**src/rtl/dispense_sequencer.sv**
```systemverilog
// Fluid dispenser front-end sequencer.
// Handles one request at a time: check and debit the stock for the requested
// fluid, run the pump for TICKS_PER_L cycles per litre, then report the result
// with a one-cycle done pulse. Restocks can arrive in any state.
//
// Handshake: a request is taken on a rising edge where req_valid and req_ready
// are both high. req_ready depends only on the state and is high only in IDLE.
// There is no queueing: while a job is in flight req_ready stays low and any
// req_valid is ignored.
module dispense_sequencer #(
    parameter int STOCK_INIT  = 50,
    parameter int TICKS_PER_L = 4
) (
    input  logic        clk,
    input  logic        reset,
    input  logic        req_valid,
    output logic        req_ready,
    input  logic [3:0]  user_id,
    input  logic [1:0]  fluid_type,
    input  logic [7:0]  volume_l,
    input  logic        restock_valid,
    input  logic [1:0]  restock_type,
    input  logic [15:0] restock_qty,
    output logic        pump_en,
    output logic [1:0]  pump_sel,
    output logic [7:0]  litres_out,
    output logic        busy,
    output logic        done,
    output logic [1:0]  status,
    output logic [3:0]  done_user,
    output logic [15:0] remaining_qty
);

    localparam int TW = (TICKS_PER_L > 1) ? $clog2(TICKS_PER_L) : 1;

    localparam logic [2:0] S_IDLE   = 3'd0;
    localparam logic [2:0] S_CHECK  = 3'd1;
    localparam logic [2:0] S_PUMP   = 3'd2;
    localparam logic [2:0] S_DONE   = 3'd3;
    localparam logic [2:0] S_REJECT = 3'd4;

    logic [2:0]    state;
    logic [3:0]    job_user;
    logic [1:0]    job_type;
    logic [7:0]    job_vol;
    logic [1:0]    rej_status;
    logic [TW-1:0] tick;
    logic [15:0]   stock      [3];
    logic [15:0]   stock_base [3];
    logic [16:0]   stock_sum  [3];
    logic [15:0]   stock_next [3];
    logic [15:0]   sel_stock;
    logic          req_bad;
    logic          short_stock;
    logic          debit_ok;

    assign req_ready = (state == S_IDLE);
    assign busy      = (state != S_IDLE);
    assign pump_en   = (state == S_PUMP);
    assign pump_sel  = pump_en ? job_type : 2'd0;

    // Stock of the latched fluid; the invalid code 11 has no stock and reads 0.
    always_comb begin
        sel_stock = 16'd0;
        case (job_type)
            2'd0:    sel_stock = stock[0];
            2'd1:    sel_stock = stock[1];
            2'd2:    sel_stock = stock[2];
            default: sel_stock = 16'd0;
        endcase
    end

    assign req_bad     = (job_type == 2'd3) || (job_vol == 8'd0);
    assign short_stock = ({8'd0, job_vol} > sel_stock);
    assign debit_ok    = (state == S_CHECK) && !req_bad && !short_stock;

    // Next stock per fluid: debit (judged on pre-restock stock) then saturating restock.
    always_comb begin
        for (int i = 0; i < 3; i++) begin
            stock_base[i] = stock[i];
            if (debit_ok && (job_type == 2'(i)))
                stock_base[i] = stock[i] - {8'd0, job_vol};
            stock_sum[i]  = {1'b0, stock_base[i]} + {1'b0, restock_qty};
            stock_next[i] = stock_base[i];
            if (restock_valid && (restock_type == 2'(i)))
                stock_next[i] = stock_sum[i][16] ? 16'hFFFF : stock_sum[i][15:0];
        end
    end

    // Stock registers.
    always_ff @(posedge clk) begin
        for (int i = 0; i < 3; i++) begin
            if (reset) stock[i] <= 16'(STOCK_INIT);
            else       stock[i] <= stock_next[i];
        end
    end

    // Job sequencing: accept, check, pump, report.
    always_ff @(posedge clk) begin
        if (reset) begin
            state         <= S_IDLE;
            job_user      <= 4'd0;
            job_type      <= 2'd0;
            job_vol       <= 8'd0;
            rej_status    <= 2'd0;
            tick          <= '0;
            litres_out    <= 8'd0;
            done          <= 1'b0;
            status        <= 2'd0;
            done_user     <= 4'd0;
            remaining_qty <= 16'd0;
        end else begin
            done <= 1'b0;
            case (state)
                S_IDLE: begin
                    if (req_valid) begin
                        job_user <= user_id;
                        job_type <= fluid_type;
                        job_vol  <= volume_l;
                        state    <= S_CHECK;
                    end
                end
                S_CHECK: begin
                    if (req_bad) begin
                        rej_status <= 2'b10;
                        state      <= S_REJECT;
                    end else if (short_stock) begin
                        rej_status <= 2'b01;
                        state      <= S_REJECT;
                    end else begin
                        litres_out <= 8'd0;
                        tick       <= '0;
                        state      <= S_PUMP;
                    end
                end
                S_PUMP: begin
                    if (tick == TW'(TICKS_PER_L - 1)) begin
                        tick       <= '0;
                        litres_out <= litres_out + 8'd1;
                        if ((litres_out + 8'd1) == job_vol)
                            state <= S_DONE;
                    end else begin
                        tick <= tick + TW'(1);
                    end
                end
                S_DONE: begin
                    done          <= 1'b1;
                    status        <= 2'b00;
                    done_user     <= job_user;
                    remaining_qty <= sel_stock;
                    state         <= S_IDLE;
                end
                S_REJECT: begin
                    done          <= 1'b1;
                    status        <= rej_status;
                    done_user     <= job_user;
                    remaining_qty <= sel_stock;
                    state         <= S_IDLE;
                end
                default: state <= S_IDLE;
            endcase
        end
    end

endmodule
```
**config.mk**
```make
export PLATFORM = sky130hd
export DESIGN_NAME = dispense_sequencer
export DESIGN_NICKNAME = d
export VERILOG_FILES = /design/src/rtl/dispense_sequencer.sv
export SDC_FILE = /design/constraint.sdc
export NUM_CORES = 1
export LEC_CHECK = 0
export CORE_UTILIZATION = 54
export DETAILED_ROUTE_END_ITERATION = 10
export MAX_ROUTING_LAYER = met4
export PLACE_DENSITY = 0.83
export SETUP_SLACK_MARGIN = 0.02
export SYNTH_ARGS = -nofsm -noshare
export SYNTH_HDL_FRONTEND = slang
export SYNTH_SLANG_ARGS = --single-unit
```
**constraint.sdc**
```tcl
create_clock -name clk -period 5.3 [get_ports clk]
set_clock_uncertainty 0.05 [all_clocks]
set_input_delay 0.795 -clock clk [delete_from_list [all_inputs] [get_ports clk]]
set_output_delay 0.795 -clock clk [all_outputs]
set_load 0.005 [all_outputs]
```
==> key figures <==
Final layout
  • Fin nets: 1168
  • Final Util: between 60 and 70%
  • N_diodes: 0
  • Layout cells sized above 1: 7.91%
  • Finished Layout Cells: roughly 1200
  • P&R area growth vs syn: 18.1%

Worst setup path
  • Critical Path AT: approximately 5300 ps
  • Critical path class: flop to flop
  • Required time of the critical path: around 5500 ps
  • Crit start category: flop
  • Slowest CP cell: or3_4
  • Crit-path max FO: 10
  • Crit. End Element: flop
  • Critical Path Max Stage Delay: 400 ps
  • Cell Chain, Critical Path: buf_4, mux2i_1, nor2_1, a21oi_1, ha_1, and3_1, nand4_1, nand2_1, or3_4, o21ai_4, mux2_1, ha_1, and2_1, a22oi_1, nand3_1, a31oi_2, o211ai_1, buf_4, a41o_1, o22ai_1, nand2_1

Die
  • I/O Pins: 72
  • Die area: 15300 um^2
  • Initial core utilization: between 50% and 60%
  • Width of the die: ~120 um
  • Die H: between 100 and 150 um
  • Placement Rows: 44
  • Core Box Area: 14500 um^2

Clock network
  • Clock root buffer: clkbuf_16
  • Num CTS Buffers: 9
  • Hold-fix buffers, CTS: 0
  • Later-pin clock latency in the skew report: between 300 and 400 ps
  • CTS tree: built
  • Clock tree sinks: 100
  • H-tree depth: 3
  • Worst-path clk slew: ~70 ps
  • CTS Buffer Depth: 2

Pwr
  • Total power: between 2000 and 3000 uW
  • PD cells: 267 nW/um^2
  • Max IR drop VDD: 0.000198 V
  • Pleak: 0.00384 uW

Routing
  • Antenna-violating nets left: 0
  • Wire length per cell: 17.6 um
  • DRT Pass-1 Iters: 5
  • 1st-iter DRT viols: 595
  • Via/cell ratio: around 6.2
  • Total Routed Length: 21.6 mm
  • Drt drc: 0
  • Via Count: roughly 7600

Logic synthesis
  • Cells after Synth: around 970
  • EDFF count, synth: 0
  • Seq/Total Area, Yosys: between 20% and 30%
  • Asr flop ratio synth: 0%
  • Ys flop type: dfxtp_1
  • Yosys warns: 0
  • Top cells by area, synth: dfxtp_1 25%, ha_1 13%, xnor2_1 5.6%
  • Mapped Area: roughly 8000 um^2
  • Flops & latches, synth: 100
  • Netlist cell types: 73
  • Mapped Nets: approximately 1100
  • Yosys top cell by area: dfxtp_1
  • Avg Inst Size Synth: 8.29 um^2
  • Synth top area share: approximately 25%

Run status
  • Status: completed

Placed design
  • Port Buf Inserts: 71
  • Gpl congestion: between 0.9 and 1
  • Cells after DPL: 1210
  • Hpwl dp: between 15 and 20 mm

Timing
  • # setup viols final: 0
  • Fin. max-slew vios: 0
  • Slew headroom: approximately half
  • Fin. Hold Viols: 0
  • Fmax: approximately 0.2 GHz
  • Minimum clock period: roughly 5000 ps
  • Worst Hold Slack: roughly 400 ps
  • RSZ-0062 raised after global routing: yes
  • Final Cycle Share: a little under 100%
  • Worst Tran Pin Value: around 760 ps

Global routing
  • Initial antenna violation count: 0
  • Vias in the first global route: 6989
  • GRT overflow: 0
  • GRT Util Overall: 29.3%
  • First-pass GRT wire length: 33.7 mm
  • Largest net degree at the start of global routing: 65

Worst hold path
  • Hold/Removal Path Class: flop to flop

Flow run
  • MaxCap Viol Count: 0
path summary, 6_finish.rpt:
| check | from | end | slack (ps) | cells past startpoint |
|---|---|---|---|---|
| max | job_type[0] | stock[1][4] | 200 | 21 |
| min | done_user[0] | done_user[0] | 410 | 2 |
| max reg2reg | job_type[0] | stock[1][4] | 200 | 21 |
| min reg2reg | done_user[0] | done_user[0] | 410 | 2 |
report_power, final:
group | internal, uW | total, uW | switching [uW]
clock network | 430 | 740 | 310
logic | 418 | 933 | 515
registers | 800 | 854 | 53.9
total | 1650 | 2530 | 879
cells in the mapped netlist (18+ instances only):
master and count:
a211oi_1 24, a21oi_1 68, clkbuf_1 26, dfxtp_1 100, ha_1 82, inv_1 41, mux2i_1 23, nand2_1 87
nor2_1 82, nor3_1 20, o21a_1 18, o21ai_0 38, xnor2_1 51, xor2_1 32
worst max-delay path, delay by kind of cell, from the launching register on:
family                     cells  cell delay, ps
adders and majority gates      2             610
muxes                          2             620
and+or+nand+nor                8            1270
buffers and inverters          2             410
AOI/OAI and AO/OA              7            1660
DFF                            1             350
area by class of cell:
type	instances	area, um^2
clock inverter	5	82.6
clock buffer	11	243
sequential	100	2000
tap	184	230
multi-input combinational	790	5790
timing repair buffer	102	951
fill	1214	5030
inverter	41	154
cell families (layout without fill, tap and decap cells):
group	Yosys count	count (layout)	synth area share, %
xor+xnor	83	83	9.09
compound gates	280	281	24.5
simple gates	303	303	18.6
fa+ha+maj	88	88	14.3
buf+inv	76	159	3.83
flops	100	100	25.0
mux	35	35	4.57
registers in the layout, indices dropped and copies added (netlist names):
signal         count
stock             48
tick               2
job_user           4
done               1
job_vol            8
job_type           2
done_user          4
litres_out         8
rej_status         2
remaining_qty     16
state              3
status             2
through the flow:
stage / worst slack, ps / cell area, um^2 / TNS [ps]
after detailed placement: -40.1 / 8970 / -190
after floorplan: 62.3 / 8000 / 0
after global placement: 135 / 8970 / 0
after CTS: 91.5 / 9310 / 0
final: 201 / 9450 / 0
after global routing: -63.7 / 9450 / -63.7
per-layer routing:
layer	up-vias	routed length, um	track usage, %
met5	-	0	-
met4	0	614	10.8
met3	43	1230	3.98
met2	267	10200	49.1
met1	3614	9620	35.7
li1	3709	-	-
placed cells by master, fill, tap and decap left out, types with 6 or more instances in the layout:
| cell type | n |
|---|---|
| buf_4 | 30 |
| a211oi_1 | 23 |
| nor4_1 | 15 |
| or3_1 | 12 |
| nand3_1 | 10 |
| xnor2_1 | 51 |
| dfxtp_1 | 100 |
| and3_1 | 8 |
| mux2i_1 | 22 |
| inv_1 | 41 |
| clkbuf_16 | 9 |
| nor3_1 | 20 |
| a21o_1 | 17 |
| o31ai_1 | 8 |
| fa_1 | 6 |
| and2_1 | 8 |
| ha_1 | 82 |
| o221a_1 | 13 |
| o21ai_0 | 38 |
| mux2_1 | 9 |
| a21oi_1 | 68 |
| nand3b_1 | 7 |
| xor2_1 | 32 |
| nor2_1 | 82 |
| o21a_1 | 18 |
| o21bai_1 | 6 |
| a2bb2oi_1 | 9 |
| nand2_1 | 87 |
| nand2b_1 | 12 |
| clkdlybuf4s50_1 | 70 |
| nor2b_1 | 12 |
| o221a_2 | 8 |
| o21ai_1 | 12 |
| nand4_1 | 9 |
| o22ai_1 | 9 |
timing repair:
action	in CTS	in global routing
pin swaps	0	4
buffers inserted	0	6
gates cloned	0	1
endpoints found under the setup margin	15	42
gates resized for setup	2	12
(Power assumes the default switching activity.)
